$ cat src/rtl/fpu_pkg.sv
`default_nettype none
// ============================================================================
// Package     : fpu_pkg
// Description : Types and widths shared by the memory controller, the FPU
//               operand buffer and its sub-blocks.
// Revision    : 1.0 - initial release
// ============================================================================
package fpu_pkg;

    // Width of one operand word as read out of RAM
    localparam int WORD_W        = 32;
    // One FIFO entry carries an (opa, opb) pair
    localparam int PAIR_W        = 2 * WORD_W;
    // Batch length width, matches the memory controller's length field
    localparam int DEFAULT_CNT_W = 6;

    // Issue FSM state encoding
    typedef enum logic [1:0] {
        OB_IDLE = 2'b00,
        OB_RUN  = 2'b01,
        OB_WAIT = 2'b10,
        OB_DONE = 2'b11
    } ob_state_t;

endpackage
`default_nettype wire

$ cat src/rtl/operand_pair_fifo.sv
`default_nettype none
// ============================================================================
// Module      : operand_pair_fifo
// Description : Circular FIFO of operand pairs. Natural-wrap pointers plus an
//               occupancy count. A push into a full FIFO is accepted only
//               when a pop frees the head slot in the same cycle.
// Revision    : 1.0 - initial release
// ============================================================================
module operand_pair_fifo #(
    parameter int DEPTH  = 4,
    parameter int PTR_W  = 2,
    parameter int DATA_W = 64
) (
    input  logic              clk,
    input  logic              rst_n,
    input  logic              i_push,
    input  logic [DATA_W-1:0] i_push_data,
    input  logic              i_pop,
    output logic [DATA_W-1:0] o_pop_data,
    output logic              o_full,
    output logic              o_empty,
    output logic [PTR_W:0]    o_count
);

    localparam logic [PTR_W:0] c_full_cnt = (PTR_W+1)'(DEPTH);

    logic [DATA_W-1:0] r_mem [DEPTH];
    logic [PTR_W-1:0]  r_wr_ptr;
    logic [PTR_W-1:0]  r_rd_ptr;
    logic [PTR_W:0]    r_count;
    logic              w_do_push;
    logic              w_do_pop;

    assign o_full     = (r_count == c_full_cnt);
    assign o_empty    = (r_count == '0);
    assign o_count    = r_count;
    assign o_pop_data = r_mem[r_rd_ptr];

    // A pop in the same cycle frees the slot the push lands in when full
    assign w_do_pop  = i_pop && !o_empty;
    assign w_do_push = i_push && (!o_full || w_do_pop);

    // Pair storage; contents are only meaningful behind the count
    always_ff @(posedge clk) begin
        if (w_do_push) begin
            r_mem[r_wr_ptr] <= i_push_data;
        end
    end

    // Pointer and occupancy tracking
    always_ff @(posedge clk or negedge rst_n) begin
        if (!rst_n) begin
            r_wr_ptr <= '0;
            r_rd_ptr <= '0;
            r_count  <= '0;
        end else begin
            if (w_do_push) begin
                r_wr_ptr <= r_wr_ptr + 1'b1;
            end
            if (w_do_pop) begin
                r_rd_ptr <= r_rd_ptr + 1'b1;
            end
            case ({w_do_push, w_do_pop})
                2'b10:   r_count <= r_count + 1'b1;
                2'b01:   r_count <= r_count - 1'b1;
                default: r_count <= r_count;
            endcase
        end
    end

endmodule
`default_nettype wire

$ cat src/rtl/fpu_operand_buffer.sv
`default_nettype none
// ============================================================================
// Module      : fpu_operand_buffer
// Description : Pairs the memory controller's word stream into (opa, opb)
//               operands, buffers the pairs and issues them to the FPU with a
//               start/ready/done handshake, counting completions per batch.
// Revision    : 1.0 - initial release
// ============================================================================
module fpu_operand_buffer #(
    parameter int DEPTH = 4,
    parameter int PTR_W = 2,
    parameter int CNT_W = fpu_pkg::DEFAULT_CNT_W
) (
    input  logic                        ob_clk,
    input  logic                        ob_reset_n,
    input  logic                        ob_word_valid,
    input  logic [fpu_pkg::WORD_W-1:0]  ob_word_in,
    input  logic                        ob_start,
    input  logic [CNT_W-1:0]            ob_pair_count,
    input  logic                        ob_fpu_ready,
    input  logic                        ob_fpu_done,
    output logic [fpu_pkg::WORD_W-1:0]  ob_fpu_opa,
    output logic [fpu_pkg::WORD_W-1:0]  ob_fpu_opb,
    output logic                        ob_fpu_start,
    output logic                        ob_full,
    output logic                        ob_empty,
    output logic                        ob_busy,
    output logic                        ob_batch_done,
    output logic                        ob_overflow
);

    import fpu_pkg::*;

    // Pairing state
    logic              r_half;
    logic [WORD_W-1:0] r_hold_opa;
    logic              w_push;
    logic [PAIR_W-1:0] w_pair;

    // FIFO interface
    logic              w_pop;
    logic [PAIR_W-1:0] w_head;
    logic              w_fifo_full;
    logic              w_fifo_empty;
    logic [PTR_W:0]    w_fifo_count;
    logic              r_overflow;

    // Issue FSM
    ob_state_t         r_state;
    logic [CNT_W-1:0]  r_batch_len;
    logic [CNT_W-1:0]  r_issue_cnt;
    logic [CNT_W-1:0]  w_issue_next;
    logic [WORD_W-1:0] r_fpu_opa;
    logic [WORD_W-1:0] r_fpu_opb;
    logic              r_fpu_start;
    logic              r_batch_done;

    // Second word of a pair completes it and is pushed in the same cycle
    assign w_push = ob_word_valid && r_half;
    assign w_pair = {r_hold_opa, ob_word_in};

    // Pop only when the FSM actually issues the head pair
    assign w_pop = (r_state == OB_RUN) && (r_batch_len != '0) &&
                   (w_fifo_count != '0) && ob_fpu_ready;

    assign w_issue_next = r_issue_cnt + 1'b1;

    // Word slot selection; runs in every FSM state so the buffer can fill early
    always_ff @(posedge ob_clk or negedge ob_reset_n) begin
        if (!ob_reset_n) begin
            r_half     <= 1'b0;
            r_hold_opa <= '0;
        end else if (ob_word_valid) begin
            if (!r_half) begin
                r_hold_opa <= ob_word_in;
                r_half     <= 1'b1;
            end else begin
                // Pair is either stored or dropped; next word starts a new pair
                r_half <= 1'b0;
            end
        end
    end

    // Sticky record of a completed pair lost to a full buffer
    always_ff @(posedge ob_clk or negedge ob_reset_n) begin
        if (!ob_reset_n) begin
            r_overflow <= 1'b0;
        end else if (w_push && w_fifo_full && !w_pop) begin
            r_overflow <= 1'b1;
        end
    end

    operand_pair_fifo #(
        .DEPTH  (DEPTH),
        .PTR_W  (PTR_W),
        .DATA_W (PAIR_W)
    ) u_pair_fifo (
        .clk         (ob_clk),
        .rst_n       (ob_reset_n),
        .i_push      (w_push),
        .i_push_data (w_pair),
        .i_pop       (w_pop),
        .o_pop_data  (w_head),
        .o_full      (w_fifo_full),
        .o_empty     (w_fifo_empty),
        .o_count     (w_fifo_count)
    );

    // Issue FSM with registered operand, start and batch-done outputs
    always_ff @(posedge ob_clk or negedge ob_reset_n) begin
        if (!ob_reset_n) begin
            r_state      <= OB_IDLE;
            r_batch_len  <= '0;
            r_issue_cnt  <= '0;
            r_fpu_opa    <= '0;
            r_fpu_opb    <= '0;
            r_fpu_start  <= 1'b0;
            r_batch_done <= 1'b0;
        end else begin
            r_fpu_start  <= 1'b0;
            r_batch_done <= 1'b0;
            case (r_state)
                OB_IDLE: begin
                    if (ob_start) begin
                        r_batch_len <= ob_pair_count;
                        r_issue_cnt <= '0;
                        r_state     <= OB_RUN;
                    end
                end
                OB_RUN: begin
                    if (r_batch_len == '0) begin
                        r_state <= OB_DONE;
                    end else if (w_pop) begin
                        r_fpu_opa   <= w_head[PAIR_W-1:WORD_W];
                        r_fpu_opb   <= w_head[WORD_W-1:0];
                        r_fpu_start <= 1'b1;
                        r_state     <= OB_WAIT;
                    end
                end
                OB_WAIT: begin
                    if (ob_fpu_done) begin
                        r_issue_cnt <= w_issue_next;
                        r_state     <= (w_issue_next == r_batch_len) ? OB_DONE : OB_RUN;
                    end
                end
                OB_DONE: begin
                    r_batch_done <= 1'b1;
                    r_state      <= OB_IDLE;
                end
                default: r_state <= OB_IDLE;
            endcase
        end
    end

    assign ob_fpu_opa    = r_fpu_opa;
    assign ob_fpu_opb    = r_fpu_opb;
    assign ob_fpu_start  = r_fpu_start;
    assign ob_full       = w_fifo_full;
    assign ob_empty      = w_fifo_empty;
    assign ob_busy       = (r_state != OB_IDLE);
    assign ob_batch_done = r_batch_done;
    assign ob_overflow   = r_overflow;

endmodule
`default_nettype wire

$ cat config.mk
export PLATFORM = sky130hd
export DESIGN_NAME = fpu_operand_buffer
export DESIGN_NICKNAME = d
export VERILOG_FILES = /design/src/rtl/fpu_pkg.sv /design/src/rtl/operand_pair_fifo.sv /design/src/rtl/fpu_operand_buffer.sv
export SDC_FILE = /design/constraint.sdc
export NUM_CORES = 1
export LEC_CHECK = 0
export BUFFER_PORTS_ARGS = -buffer_cell sky130_fd_sc_hd__buf_2
export CAP_MARGIN = 20
export CORE_MARGIN = 2
export CORE_UTILIZATION = 35
export DETAILED_ROUTE_END_ITERATION = 16
export GPL_ROUTABILITY_DRIVEN = 0
export SYNTH_ARGS = -nofsm -noshare
export SYNTH_HDL_FRONTEND = slang
export SYNTH_SLANG_ARGS = --single-unit
$ cat constraint.sdc
create_clock -name ob_clk -period 5.1 [get_ports ob_clk]
set_clock_uncertainty 0.2 [all_clocks]
set_input_delay 0.765 -clock ob_clk [delete_from_list [all_inputs] [get_ports ob_clk]]
set_output_delay 0.765 -clock ob_clk [all_outputs]
set_load 0.1 [all_outputs]
==> results.md <==
- Outcome: finished clean
- CTS tree: built
- Hold/Removal Path Class: input port to asynchronous set/reset pin
- Vias post-DR: 6,427
- Crit-path cells: nor4_4 > a21oi_1 > o211a_1 > inv_1 > ha_1 > inv_1 > fa_1 > xor2_1 > nor2_1 > xor2_1
- CTS resizes: 0
- Leading cell types in the layout, fill and taps excluded: edfxtp_1, dfrtp_1, buf_2, mux2_2, mux4_2
- Clock-pin slew reported for the worst setup and hold paths after clock tree synthesis: 0.06 ns
- Wire length of the first global-routing pass: 41.1 mm
- Total GRT Usage: 12.8%
- Number of levels the H-tree was split into: 2
- Number of setup buffers added after CTS: 0
- DR vias/cell: 4.77
- Maximum number of pins on one net before global-route repair: 79
- Post-detailed-route wirelength per cell: 19.5 um
- Type of origin of the critical path: flop
- Required time at the endpoint of the critical path: 5.33 ns
- Final setup vio count: 0
- Post-route minimum period: 2.78 ns
- Total Negative Setup Slacks: 0 ns
- Critical path startpoint: r_batch_len[0]
- Reg-to-Reg End: u_pair_fifo.o_count[2]
- Number of cells produced by synthesis: 662
- Port-buffer cells: 113
- Register bit count reported by yosys: 377
- Buffers from clock root to sink, at most: 3
- HPWL reported at the end of detailed placement: 14.9 mm
- Filler-free cell count of the finished design: 1,348
- DRC: 0
- Post-synthesis net count: 713
- Placed cell count: 1,278
- Most frequent standard cell in the layout excluding fill and tap cells: edfxtp_1
- Setup repair after global routing missed its margin: no
- Width of the die: 205 um
- Clk Latency, worst-skew pair: 0.52 ns
- Congestion Overflow GR: 0
- Final #Nets: 844
- Core box area: 39,900 sq um
- Data arrival time of the critical path: 3.01 ns
- Number of global-route vias before repair: 6,880
- Final number of max-transition violations: 0
- Fraction of the yosys area taken by sequential cells: 75.5%
- Period utilisation layout: 54.5%
- Slowest library cell on the worst path: fa_1
- Worst rel slew slack: 30.6%
- Max Cap Violations: 0
- Class of the most critical setup path: flop to flop
- Detailed-route wire length: 26.3 mm
- Clock sinks: 377
- Number of antenna cells inserted: 0
- Die outline height: 205 um
- Worst setup path end: u_pair_fifo.o_count[2]
- Peak per-stage delay on the critical path: 0.43 ns
- Number of endpoints with negative hold slack in the final report: 0
- Maximum operating frequency: 360 MHz
- Post-synthesis cell area: 14,200 sq um
- Number of top-level design ports: 114
- Number of DRC markers in iteration 0: 351
- Num rows: 73
- Unique masters post-synth: 44
- Mean instance size in the synthesized netlist: 21.4 sq um
- Clock root buffer master: clkbuf_16
- Number of antenna-violating nets in the routed design: 0
- Number of buffers inserted by hold repair at cts: 0
- Num CTS Buffers: 38
- Number of cell instances on the worst register-to-register path: 10
- Number of antenna violations at the first check in global routing: 2
- Origin of the critical flop-to-flop path: r_batch_len[0]
- Syn-to-layout area delta: 17.3%
- DIE AREA: 42,200 sq um
- First-pass iteration count of the detailed router: 4
- Count of warnings emitted by yosys: 0
- Worst-Margin Slew: 1.04 ns
- Share of final-layout standard cells stronger than drive strength 1: 43.7%
- Worst setup slack for register-to-register paths: 2.32 ns
- Initial standard-cell utilization of the core: 35.6%
- Largest fanout of any net on the critical path: 7
- Category of the worst setup path capture point: flop
critical path: cells and delay by family, from the launching register on:
family | cells | cell delay [ns]
adder cells (fa/ha/maj) | 2 | 0.60
AND/OR/NAND/NOR | 2 | 0.53
flip-flops | 1 | 0.42
buffers and inverters | 2 | 0.15
AO/OA/AOI/OAI | 2 | 0.49
XOR/XNOR | 2 | 0.30
state kept, by name, summed over array words and instances, names as in the netlist:
register	flops
u_pair_fifo.r_rd_ptr	2
r_state	2
r_batch_len	6
u_pair_fifo.o_count	3
ob_fpu_start	1
u_pair_fifo.r_wr_ptr	2
ob_fpu_opb	32
ob_batch_done	1
ob_overflow	1
u_pair_fifo.r_mem	256
r_half	1
r_hold_opa	32
ob_fpu_opa	32
r_issue_cnt	6
routing by layer:
layer  wire length (um)  vias up  global-route usage, %
li1                   -     2892                      -
met3               1110       41                   2.72
met1              11800     3376                   17.3
met4                453        4                   3.34
met2              13000      114                   21.2
met5                 28        -                      0
logic make-up (layout without fill, tap and decap cells):
family | Yosys count | in the layout | synth area share (%)
AND/OR/NAND/NOR | 35 | 35 | 1.58
buffers and inverters | 37 | 198 | 1.30
multiplexers | 168 | 168 | 18.9
AO/OA/AOI/OAI | 24 | 24 | 1.21
flip-flops | 377 | 377 | 75.5
adder cells (fa/ha/maj) | 7 | 7 | 0.670
XOR/XNOR | 14 | 14 | 0.864
cell type report:
cell class | instances | area [sq um]
clock inverters | 18 | 220
flip-flops and latches | 377 | 10700
fillers | 3451 | 23300
multi-input cells | 248 | 3320
inverters | 9 | 33.8
clock buffers | 52 | 1070
repair buffers | 119 | 617
well taps | 525 | 657
synth_stat cells (all sizes together):
library cell,count,share of area [%]
edfxtp,256,54
dfrtp,121,21
mux2,103,8.7
mux4,64,10
buf,19,0.82
clkbuf,9,0.25
inv,9,0.24
xor2,9,0.56
nor2,8,0.21
and2,7,0.31
o21ai,7,0.25
ha,6,0.53
nand2,5,0.13
xnor2,5,0.31
o31ai,4,0.21
a211oi,3,0.19
nand3,3,0.11
a31oi,2,0.088
nand2b,2,0.088
nand3b,2,0.19
nor3,2,0.11
a211o,1,0.062
a21oi,1,0.035
a22o,1,0.062
a2bb2oi,1,0.062
a31o,1,0.062
and3,1,0.044
and3b,1,0.062
fa,1,0.14
mux2i,1,0.070
nor2b,1,0.044
nor3b,1,0.088
nor4,1,0.15
o211a,1,0.070
o211ai,1,0.053
o22a,1,0.062
or2,1,0.044
stage by stage:
stage                     hold WS, ns  instance area, sq um  util (%)  worst slack [ns]
after floorplan                 0.266                 14200         -              1.67
after global placement          0.252                 15400      38.5              2.06
after detailed placement        0.248                 15400      38.5              2.05
after CTS                       0.159                 16600      41.7              2.30
after global routing            0.182                 16600      41.7              2.13
final                           0.108                 16600      41.7              2.32
worst min path at each step:
stage | from | end | slack (ns) | cells after the start
floorplan | ob_reset_n | ob_batch_done | 0.27 | 0
global placement | ob_overflow | ob_overflow | 0.25 | 1
detailed placement | ob_overflow | ob_overflow | 0.25 | 1
CTS | ob_reset_n | ob_fpu_opb[23] | 0.16 | 1
global route | ob_reset_n | ob_fpu_opb[23] | 0.18 | 1
finish | ob_reset_n | ob_fpu_opb[23] | 0.11 | 1
Power is left out: the tool's default activity adds up to more than one toggle a clock period on the data nets, which glitch-free logic cannot reach.
